File: src/rtl/iter_divider.sv
// Iterative restoring divider: one quotient bit per cycle, {quotient, remainder} out.
// Signed DIV support is built only when ITER_DIVIDER_SIGNED_EN is defined.
module iter_divider #(
  parameter int WIDTH = 32
) (
  input  logic               clk,
  input  logic               rst_n,
  input  logic               start,
  input  logic               abort,
  input  logic               is_signed,
  input  logic [WIDTH-1:0]   a,
  input  logic [WIDTH-1:0]   b,
  output logic               busy,
  output logic               done,
  output logic               div_by_zero,
  output logic [2*WIDTH-1:0] result
);

  localparam int CW = $clog2(WIDTH + 1);

  typedef enum logic [1:0] {
    IDLE, RUN, FIX, DONE
  } state_t;

  state_t             state_q, state_d;
  logic [CW-1:0]      cnt_q, cnt_d;
  logic [WIDTH:0]     rem_q, rem_d;
  logic [WIDTH-1:0]   dvd_q, dvd_d;
  logic [WIDTH-1:0]   dvs_q, dvs_d;
  logic               dz_q, dz_d;
  logic [2*WIDTH-1:0] res_q, res_d;
  logic               dbz_q, dbz_d;

  logic               accept;
  logic               b_zero;
  logic [WIDTH-1:0]   op_a, op_b;
  logic [WIDTH-1:0]   q_fix, r_fix;
  logic [WIDTH:0]     shifted, diff;

  assign accept  = start && !abort;
  assign b_zero  = (b == '0);
  assign shifted = {rem_q[WIDTH-1:0], dvd_q[WIDTH-1]};
  assign diff    = shifted - {1'b0, dvs_q};

`ifdef ITER_DIVIDER_SIGNED_EN
  logic sa, sb;
  logic nq_q, nq_d;
  logic nr_q, nr_d;

  assign sa    = is_signed & a[WIDTH-1];
  assign sb    = is_signed & b[WIDTH-1];
  assign op_a  = sa ? -a : a;
  assign op_b  = sb ? -b : b;
  // truncating division: remainder follows the dividend's sign
  assign q_fix = nq_q ? -dvd_q : dvd_q;
  assign r_fix = nr_q ? -rem_q[WIDTH-1:0] : rem_q[WIDTH-1:0];

  always_comb begin
    nq_d = nq_q;
    nr_d = nr_q;
    if (state_q == IDLE && accept) begin
      nq_d = sa ^ sb;
      nr_d = sa;
    end
  end

  always_ff @(posedge clk or negedge rst_n) begin
    if (!rst_n) begin
      nq_q <= 1'b0;
      nr_q <= 1'b0;
    end else begin
      nq_q <= nq_d;
      nr_q <= nr_d;
    end
  end
`else
  logic unused_sign;

  assign unused_sign = is_signed;
  assign op_a        = a;
  assign op_b        = b;
  assign q_fix       = dvd_q;
  assign r_fix       = rem_q[WIDTH-1:0];
`endif

  always_ff @(posedge clk or negedge rst_n) begin
    if (!rst_n) begin
      state_q <= IDLE;
      cnt_q   <= '0;
      rem_q   <= '0;
      dvd_q   <= '0;
      dvs_q   <= '0;
      dz_q    <= 1'b0;
      res_q   <= '0;
      dbz_q   <= 1'b0;
    end else begin
      state_q <= state_d;
      cnt_q   <= cnt_d;
      rem_q   <= rem_d;
      dvd_q   <= dvd_d;
      dvs_q   <= dvs_d;
      dz_q    <= dz_d;
      res_q   <= res_d;
      dbz_q   <= dbz_d;
    end
  end

  always_comb begin
    state_d = state_q;
    unique case (state_q)
      IDLE: if (accept) state_d = b_zero ? FIX : RUN;
      RUN: begin
        if (abort)                  state_d = IDLE;
        else if (cnt_q == CW'(1))   state_d = FIX;
      end
      FIX:  state_d = abort ? IDLE : DONE;
      DONE: state_d = IDLE;
      default: state_d = IDLE;
    endcase
  end

  always_comb begin
    cnt_d = cnt_q;
    rem_d = rem_q;
    dvd_d = dvd_q;
    dvs_d = dvs_q;
    dz_d  = dz_q;
    res_d = res_q;
    dbz_d = dbz_q;
    unique case (state_q)
      IDLE: begin
        if (accept) begin
          cnt_d = CW'(WIDTH);
          rem_d = '0;
          dvs_d = op_b;
          dz_d  = b_zero;
          // divide-by-zero returns the raw dividend as remainder
          dvd_d = b_zero ? a : op_a;
        end
      end
      RUN: begin
        rem_d = diff[WIDTH] ? shifted : diff;
        dvd_d = {dvd_q[WIDTH-2:0], ~diff[WIDTH]};
        cnt_d = cnt_q - CW'(1);
      end
      FIX: begin
        if (!abort) begin
          res_d = dz_q ? {{WIDTH{1'b1}}, dvd_q} : {q_fix, r_fix};
          dbz_d = dz_q;
        end
      end
      default: ;
    endcase
  end

  always_comb begin
    busy        = (state_q == RUN) || (state_q == FIX);
    done        = (state_q == DONE);
    div_by_zero = dbz_q;
    result      = res_q;
  end

endmodule

File: config.mk
export PLATFORM = sky130hd
export DESIGN_NAME = iter_divider
export DESIGN_NICKNAME = d
export VERILOG_FILES = /design/src/rtl/iter_divider.sv
export SDC_FILE = /design/constraint.sdc
export NUM_CORES = 1
export LEC_CHECK = 0
export ABC_AREA = 1
export BUFFER_PORTS_ARGS = -buffer_cell sky130_fd_sc_hd__buf_4
export CORE_ASPECT_RATIO = 0.9
export CORE_MARGIN = 3
export CORE_UTILIZATION = 40
export DETAILED_ROUTE_END_ITERATION = 12
export GPL_TIMING_DRIVEN = 0
export HOLD_SLACK_MARGIN = 0.02
export PLACE_DENSITY = 0.57
export RECOVER_POWER = 100
export SLEW_MARGIN = 20
export SYNTH_ARGS = -nofsm -noshare
export SYNTH_HDL_FRONTEND = slang
export SYNTH_SLANG_ARGS = --single-unit
File: constraint.sdc
create_clock -name clk -period 3.47 [get_ports clk]
set_clock_uncertainty 0.1 [all_clocks]
set_input_delay 0.694 -clock clk [delete_from_list [all_inputs] [get_ports clk]]
set_output_delay 0.694 -clock clk [all_outputs]
set_load 0.02 [all_outputs]
* Word level (Yosys, flattened, before mapping) *
Index checks and enable logic that the tools add are counted.

storage, ports and cells
  register bits after elaboration = 170
  input port bits = 69
  output and inout bits = 67

operators by class
  bitwise operators = 2
  reduce and logical (&&, ||, !) cells = 10
  $add $sub $neg = 2
  equal/unequal tests = 6
  mux-type cells = 14

operator list
  kind                                                 count
  case mux 32 bit (2 select lines)                     2
  two-way mux 32 bit                                   3
  two-way mux 64 bit                                   1
  subtractor 33 x 32 -> 33 bit                         1
  zero test 32 bit                                     1
  case mux 6 bit (2 select lines)                      1
  two-way mux 2 bit                                    5
  case mux 2 bit (4 select lines)                      1
  AND reduction 2 bit                                  4
  equality test 6 x 1 -> 1 bit, second input constant  1
  two-way mux 6 bit                                    1
  subtractor 6 x 1 -> 6 bit, second input constant     1
  equality test 2 bit, second input constant           2
  != test 3 bit, second input constant                 1
  equality test 2 x 1 -> 1 bit, second input constant  1
  zero test 2 bit                                      1
  != test 2 bit, second input constant                 1
  NOT 1 bit                                            2
  nonzero test 2 bit                                   1
  logical AND 1 bit                                    1
  zero test 1 bit                                      1
  logical OR 1 bit                                     1

* Logic depth before layout (Yosys ltp) *
Gate-level depths: netlist (run 1).

  word-level depth = 4
  mapped depth = 18
  depth with buffers taken out = 18

* Worst setup path before layout (run 1) *
No wires, ideal clock.

  path type = register -> register
  start point = reg dvd_q[31]
  end point = reg rem_q[10]
  stages on the path, launching flop included = 18
  period minus slack after synthesis = 2.346 ns
  required time = 3.252 ns
  slack = 1.124 ns
  buffers on the path = 1
  arrival = 2.128 ns
  path through = dfrtp_1 > inv_1 > ha_1 > inv_1 > fa_1 > nand2_1 > nand2_1 > nand3_1 > nand2_2 > nand2_2 > nand2_2 > nand2_4 > nand2_4 > nand2_4 > buf_4 > nand3_1 > nand3_1 > nand2_1

on the way
  longest elaborated chain between the ends = 3

RTL lines
  item                              line  RTL
  start, declared                   28    logic [WIDTH-1:0] dvd_q, dvd_d;
  start signal, assigned            100   dvd_q <= dvd_d;
  subtractor 33 x 32 -> 33 bit      43    assign diff = shifted - {1'b0, dvs_q};
  two-way mux 32 bit                142   rem_d = diff[WIDTH] ? shifted : diff;
  case mux 32 bit (2 select lines)  130   unique case (state_q)
  end signal, assigned              99    rem_q <= rem_d;
  end, declared                     27    logic [WIDTH:0] rem_q, rem_d;

No other way between the ends.
A chain may end at the register's enable or synchronous reset.

* Worst setup path after layout (run 1) *
  start point = reg dvd_q[31]
  end point = reg rem_q[16]

Same word-level chain as after synthesis.

==> flow_metrics.tcl, run 1 <==
set metrics [dict create \
    place_hpwl_mm 25.0 \
    synthArstFlopShare 1.00 \
    fin_crit_ns 3.06 \
    crit_fanout 10 \
    rows 54 \
    grt_pass1_wl_mm 49.7 \
    ant_nets 0 \
    cap_violations 0 \
    ctsHoldBuffers 0 \
    clk_pin_slew_ns 0.08 \
    slew_violations 0 \
    max_freq_mhz 326 \
    synth_nets 1584 \
    hold_slack_ns 0.0164 \
    rsz0062_at_grt "no" \
    finalInstanceArea_sq_um 12100 \
    ir_drop_mv 0.373 \
    finalHoldViolCount 0 \
    syn_to_final_growth_pct 17.5 \
    placed_cell_area_sq_um 11700 \
    postSynthCellCount 1475 \
    power_density_nw_per_um2 1210 \
    drc 0 \
    grt_pass1_vias 9070 \
    grt_max_degree 71 \
    synth.cell_area_sq_um 10300 \
    gp_congestion 0.916 \
    setup_ws_ns 0.406 \
    synth.distinct_cells 36 \
    fin_util 0.487 \
    finalCritPeriodShare 0.883 \
    cts_setup_buffers 0 \
    clock_latency_ns 0.44 \
    n_antenna_cell 0 \
    synth_edf_count 0 \
    avgSynthCellArea_sq_um 6.95 \
    layout_common_cells "472 x nand2_1, 261 x inv_1, 170 x dfrtp_1" \
    io_buffers 134 \
    gr-total-overflow 0 \
    die-area_sq_um 27600 \
    wire_per_inst_um 15.9 \
    worst_setup_path_start_kind "flip-flop" \
    vias 9571 \
    die_x_um 175 \
    root_buffer "clkbuf_16" \
    cp-end-kind "flip-flop" \
    core-area_sq_um 24700 \
    hold_class "in2async" \
    ys_ff_latch 170 \
    final_common_cell "nand2_1" \
    required_ns 3.69 \
    die_height_um 158 \
    place_worst_setup_slack_ns 0.611 \
    fin_nets 1739 \
    ys_seq_area_frac 0.415 \
    first_pass_iters 6 \
    first_iter_violations 681 \
    cts_sinks 170 \
    cts_buffers 17 \
    routed_via_density 4.84 \
    drive_gt1_frac 0.0755 \
    leakagePower_nw 6.36 \
    tightest_slew_ns 1.44 \
    setup_tns_ns 0 \
    ys_warn_count 0 \
    finalWirelength_mm 31.4 \
    track_usage 0.229 \
    htreeDepth 4 \
    cts.repair.resized 0 \
    setup_violations 0 \
    relSlewSlack 0.0427 \
    synth-main-ff-cell "dfrtp_1" \
    outcome "finished clean" \
    cts_buffer_depth 2 \
    start_util 0.415 \
    cts_tree "done" \
    io_pins 136 \
    worstSetupPathType "reg2reg" \
    antenna_found_initial 0 \
    arrival_ns 3.28 \
]
[metrics by stage]
step                      power [mW]  cells
after floorplan                 10.1   1475
after global routing            16.1   1979
after global placement          12.9   1945
after CTS                       15.0   1979
final                           14.5   1979
after detailed placement        13.0   1947
[area by class of cell]
type	instances	area, sq um
multi-input combinational	992	4780
inverter	266	998
buffer	47	199
clock inverter	15	180
clock buffer	17	425
tap	336	420
timing repair buffer	136	795
sequential	170	4250
fill	2642	12700
[per-layer routing]
metal / vias to the layer above / routed length, um / global-route usage
met5: - / 0 / 0
met2: 242 / 13900 / 0.358
li1: 4894 / - / -
met4: 0 / 507 / 0.0524
met3: 33 / 1630 / 0.0345
met1: 4402 / 15400 / 0.337
[Yosys cell counts, drive strengths merged, types with 3 or more instances]
library cell	n	area (sq um)
o211ai	10	75.1
nor4	4	25.0
dfrtp	170	4250
nor2	125	477
a21oi	122	626
nand3b	10	75.1
ha	39	488
o21ai	71	359
xnor2	9	78.8
nand2	480	1860
nand4	13	81.3
a22oi	22	165
nand3	75	405
inv	264	991
nor3	3	15.0
clkbuf	40	150
buf	7	48.8
[flip-flops by register name, summed over array words and instances (netlist names)]
register / cells
state_q: 2
rem_q: 32
dvd_q: 32
dvs_q: 32
cnt_q: 6
result: 64
dz_q: 1
div_by_zero: 1
[report_power, final]
group	internal (mW)	switching (mW)
Sequential	2.96	0.732
Combinational	2.90	6.00
Clock	0.975	0.974
[worst max-delay path, cell delays in order (launching register included)]
cell and delay, ns:
dfrtp_1 0.38, inv_1 0.18, ha_1 0.18, inv_1 0.08, fa_1 0.41, nand2_1 0.11
nand2_1 0.08, nand3_1 0.10, nand2_2 0.11, nand2_1 0.11, nand2_2 0.10, nand2_4 0.12
nand3_4 0.18, nand2_1 0.30, buf_6 0.20, nand2_1 0.07, nand3_1 0.07, nand2_1 0.06
[path summary, 6_finish.rpt]
path                                    to  cells after the start  slack (ns)      start
worst max register to register   rem_q[16]                     17        0.41  dvd_q[31]
max in group asynchronous       result[62]                      3        1.38      rst_n
worst min register to register   dvs_q[18]                      2        0.39  dvs_q[18]
worst max-delay path             rem_q[16]                     17        0.41  dvd_q[31]
min in group clk                 dvs_q[29]                      3        0.37      b[29]
worst min-delay path              dvs_q[8]                      1        0.02      rst_n
[cell families (layout without fill, tap and decap cells)]
logic type,after synthesis,in the layout,synth area share
xor gates and xnor gates,9,9,0.00769
and+or+nand+nor,713,713,0.288
buffers and inverters,313,481,0.117
DFF,170,170,0.415
AOI/OAI and AO/OA,230,230,0.123
adders and majority gates,40,40,0.0495
Power figures use the tool's default switching activity.
==> inputs of run 2 (changes only) <==
--- a/config.mk
+++ b/config.mk
@@ -9,11 +9,11 @@
 export BUFFER_PORTS_ARGS = -buffer_cell sky130_fd_sc_hd__buf_4
 export CORE_ASPECT_RATIO = 0.9
 export CORE_MARGIN = 3
-export CORE_UTILIZATION = 40
+export CORE_UTILIZATION = 45
 export DETAILED_ROUTE_END_ITERATION = 12
 export GPL_TIMING_DRIVEN = 0
 export HOLD_SLACK_MARGIN = 0.02
-export PLACE_DENSITY = 0.57
+export PLACE_DENSITY = 0.63
 export RECOVER_POWER = 100
 export SLEW_MARGIN = 20
 export SYNTH_ARGS = -nofsm -noshare
==> run 2 against run 1 <==
The flow now finishes with violations (capacitance limit, slew limit). Clock power is 2% lower. Register-to-register slack hardly changed. Critical path depth stayed put. Worst hold slack better by 0.36 ns. Sequential power hardly changed. First-iteration DRC count is 9.5% higher. Sequential share of layout area is 0.26 points higher. Largest power group unchanged. Highest routed layer unchanged.
==> flow_metrics.tcl, run 2 (synthesized netlist as in run 1, its figures left out) <==
set metrics [dict create \
    outcome "finished, violations left" \
    violations "capacitance limit, slew limit" \
    clk_pin_slew_ns 0.08 \
    grt_pass1_wl_mm 49.2 \
    first_iter_violations 746 \
    place_hpwl_mm 24.3 \
    crit_fanout 9 \
    drc 0 \
    finalHoldViolCount 0 \
    place_worst_setup_slack_ns 0.563 \
    clock_latency_ns 0.43 \
    placed_cell_area_sq_um 11700 \
    die_height_um 149 \
    setup_ws_ns 0.402 \
    cap_violations 1 \
    antenna_found_initial 0 \
    cts_tree "done" \
    cp_cell_sequence "inv_1, ha_1, inv_1, fa_1, nand2_1, nand2_1, nand3_1, nand2_2, nand2_1, nand2_2, nand2_4, nand2_4, nand2_4, nand3_1, nand2_1, nand2_1, nand2_1" \
    cts_sinks 170 \
    ir_drop_mv 0.486 \
    n_fill_cell 2277 \
    ctsHoldBuffers 0 \
    wire_per_inst_um 16.0 \
    routed_via_density 4.99 \
    cts_buffers 17 \
    cts.repair.resized 0 \
    cpMaxStageDelayCell "fa_1" \
    core-area_sq_um 22000 \
    finalInstanceArea_sq_um 12000 \
    ant_nets 0 \
    worst_setup_path_start_kind "flip-flop" \
    setup_violations 0 \
    cts_buffer_depth 2 \
    slew_violations 80 \
    final_common_cell "nand2_1" \
    grt_max_degree 92 \
    io_buffers 134 \
    cp-end-kind "flip-flop" \
    fin_crit_ns 3.07 \
    max_stage_delay_ns 0.41 \
    hold_class "in2reg" \
    setup_tns_ns 0 \
    grt_pass1_vias 9403 \
    multi_input_area_sq_um 4790 \
    htreeDepth 4 \
    die_x_um 165 \
    required_ns 3.74 \
    syn_to_final_growth_pct 16.7 \
    first_pass_iters 5 \
    layout_common_cells "470 x nand2_1, 261 x inv_1, 170 x dfrtp_1" \
    relSlewSlack -0.398 \
    power_density_nw_per_um2 1210 \
    gr-total-overflow 0 \
    power.total_mw 14.5 \
    worstSetupPathType "reg2reg" \
    tightest_slew_ns 2.10 \
    regArea_sq_um 4250 \
    vias 9649 \
    drive_gt1_frac 0.0750 \
    start_util 0.466 \
    track_usage 0.256 \
    n_antenna_cell 0 \
    finalCritPeriodShare 0.884 \
    leakagePower_nw 6.34 \
    max_freq_mhz 326 \
    largest_register_ffs 64 \
    die-area_sq_um 24600 \
    crit_top_cell "nand2_1" \
    fin_nets 1738 \
    arrival_ns 3.34 \
    rsz0062_at_grt "no" \
    root_buffer "clkbuf_16" \
    gp_congestion 0.932 \
    rows 51 \
    cts_setup_buffers 0 \
    io_pins 136 \
    fin_util 0.543 \
    finalWirelength_mm 30.8 \
]
-- run 2: cell types whose count changed in the layout (fill, tap and decap cells not counted), sizes merged --
| cell | previous run | this run |
|---|---|---|
| clkbuf | 127 | 126 |
| clkinvlp | 0 | 1 |
| clkinv | 12 | 7 |
| inv | 269 | 272 |
-- run 2: path summary, 6_finish.rpt --
kind | start | cells after the start | slack (ns) | to
worst max-delay path | dvd_q[31] | 17 | 0.40 | rem_q[29]
worst min-delay path | b[28] | 3 | 0.37 | dvs_q[28]
worst max register to register | dvd_q[31] | 17 | 0.40 | rem_q[29]
worst min register to register | dvs_q[17] | 2 | 0.40 | dvs_q[17]
max in group asynchronous | rst_n | 2 | 1.20 | rem_q[20]
min in group asynchronous | rst_n | 1 | 0.77 | rem_q[10]
-- run 2: layout make-up --
cell class | instances | area share
Clock inverter | 14 | 0.0127
Clock buffer | 17 | 0.0356
Tap cell | 291 | 0.0304
Buffer | 47 | 0.0166
Sequential cell | 170 | 0.356
Multi-Input combinational cell | 992 | 0.401
Timing Repair Buffer | 135 | 0.0652
Inverter | 266 | 0.0835
-- run 2: layer usage --
layer / vias to the layer above / GRT usage / wire length, um
met5: - / 0 / 0
met2: 234 / 0.399 / 13800
met4: 0 / 0.0642 / 580
met1: 4480 / 0.373 / 14900
met3: 37 / 0.0414 / 1580
li1: 4898 / - / -
-- run 2: worst max-delay path: cells and delay by family (launching register included) --
family / cells / cell delay (ns)
AND/OR/NAND/NOR: 13 / 1.61
adder cells (fa/ha/maj): 2 / 0.60
flip-flops: 1 / 0.38
buffers and inverters: 2 / 0.29
-- run 2: metrics by stage --
stage               hold slack [ns]  cells
floorplan                     0.298   1475
global placement              0.370   1900
detailed placement            0.379   1901
CTS                           0.171   1932
global route                  0.373   1932
finish                        0.374   1932
-- run 2: power breakdown --
group	total (mW)	internal, mW	leakage, nW	switching [mW]
sequential	3.70	2.96	2.06	0.733
clock	1.91	0.962	0.281	0.946
combinational	8.92	2.91	4.00	6.00
total	14.5	6.84	6.34	7.68
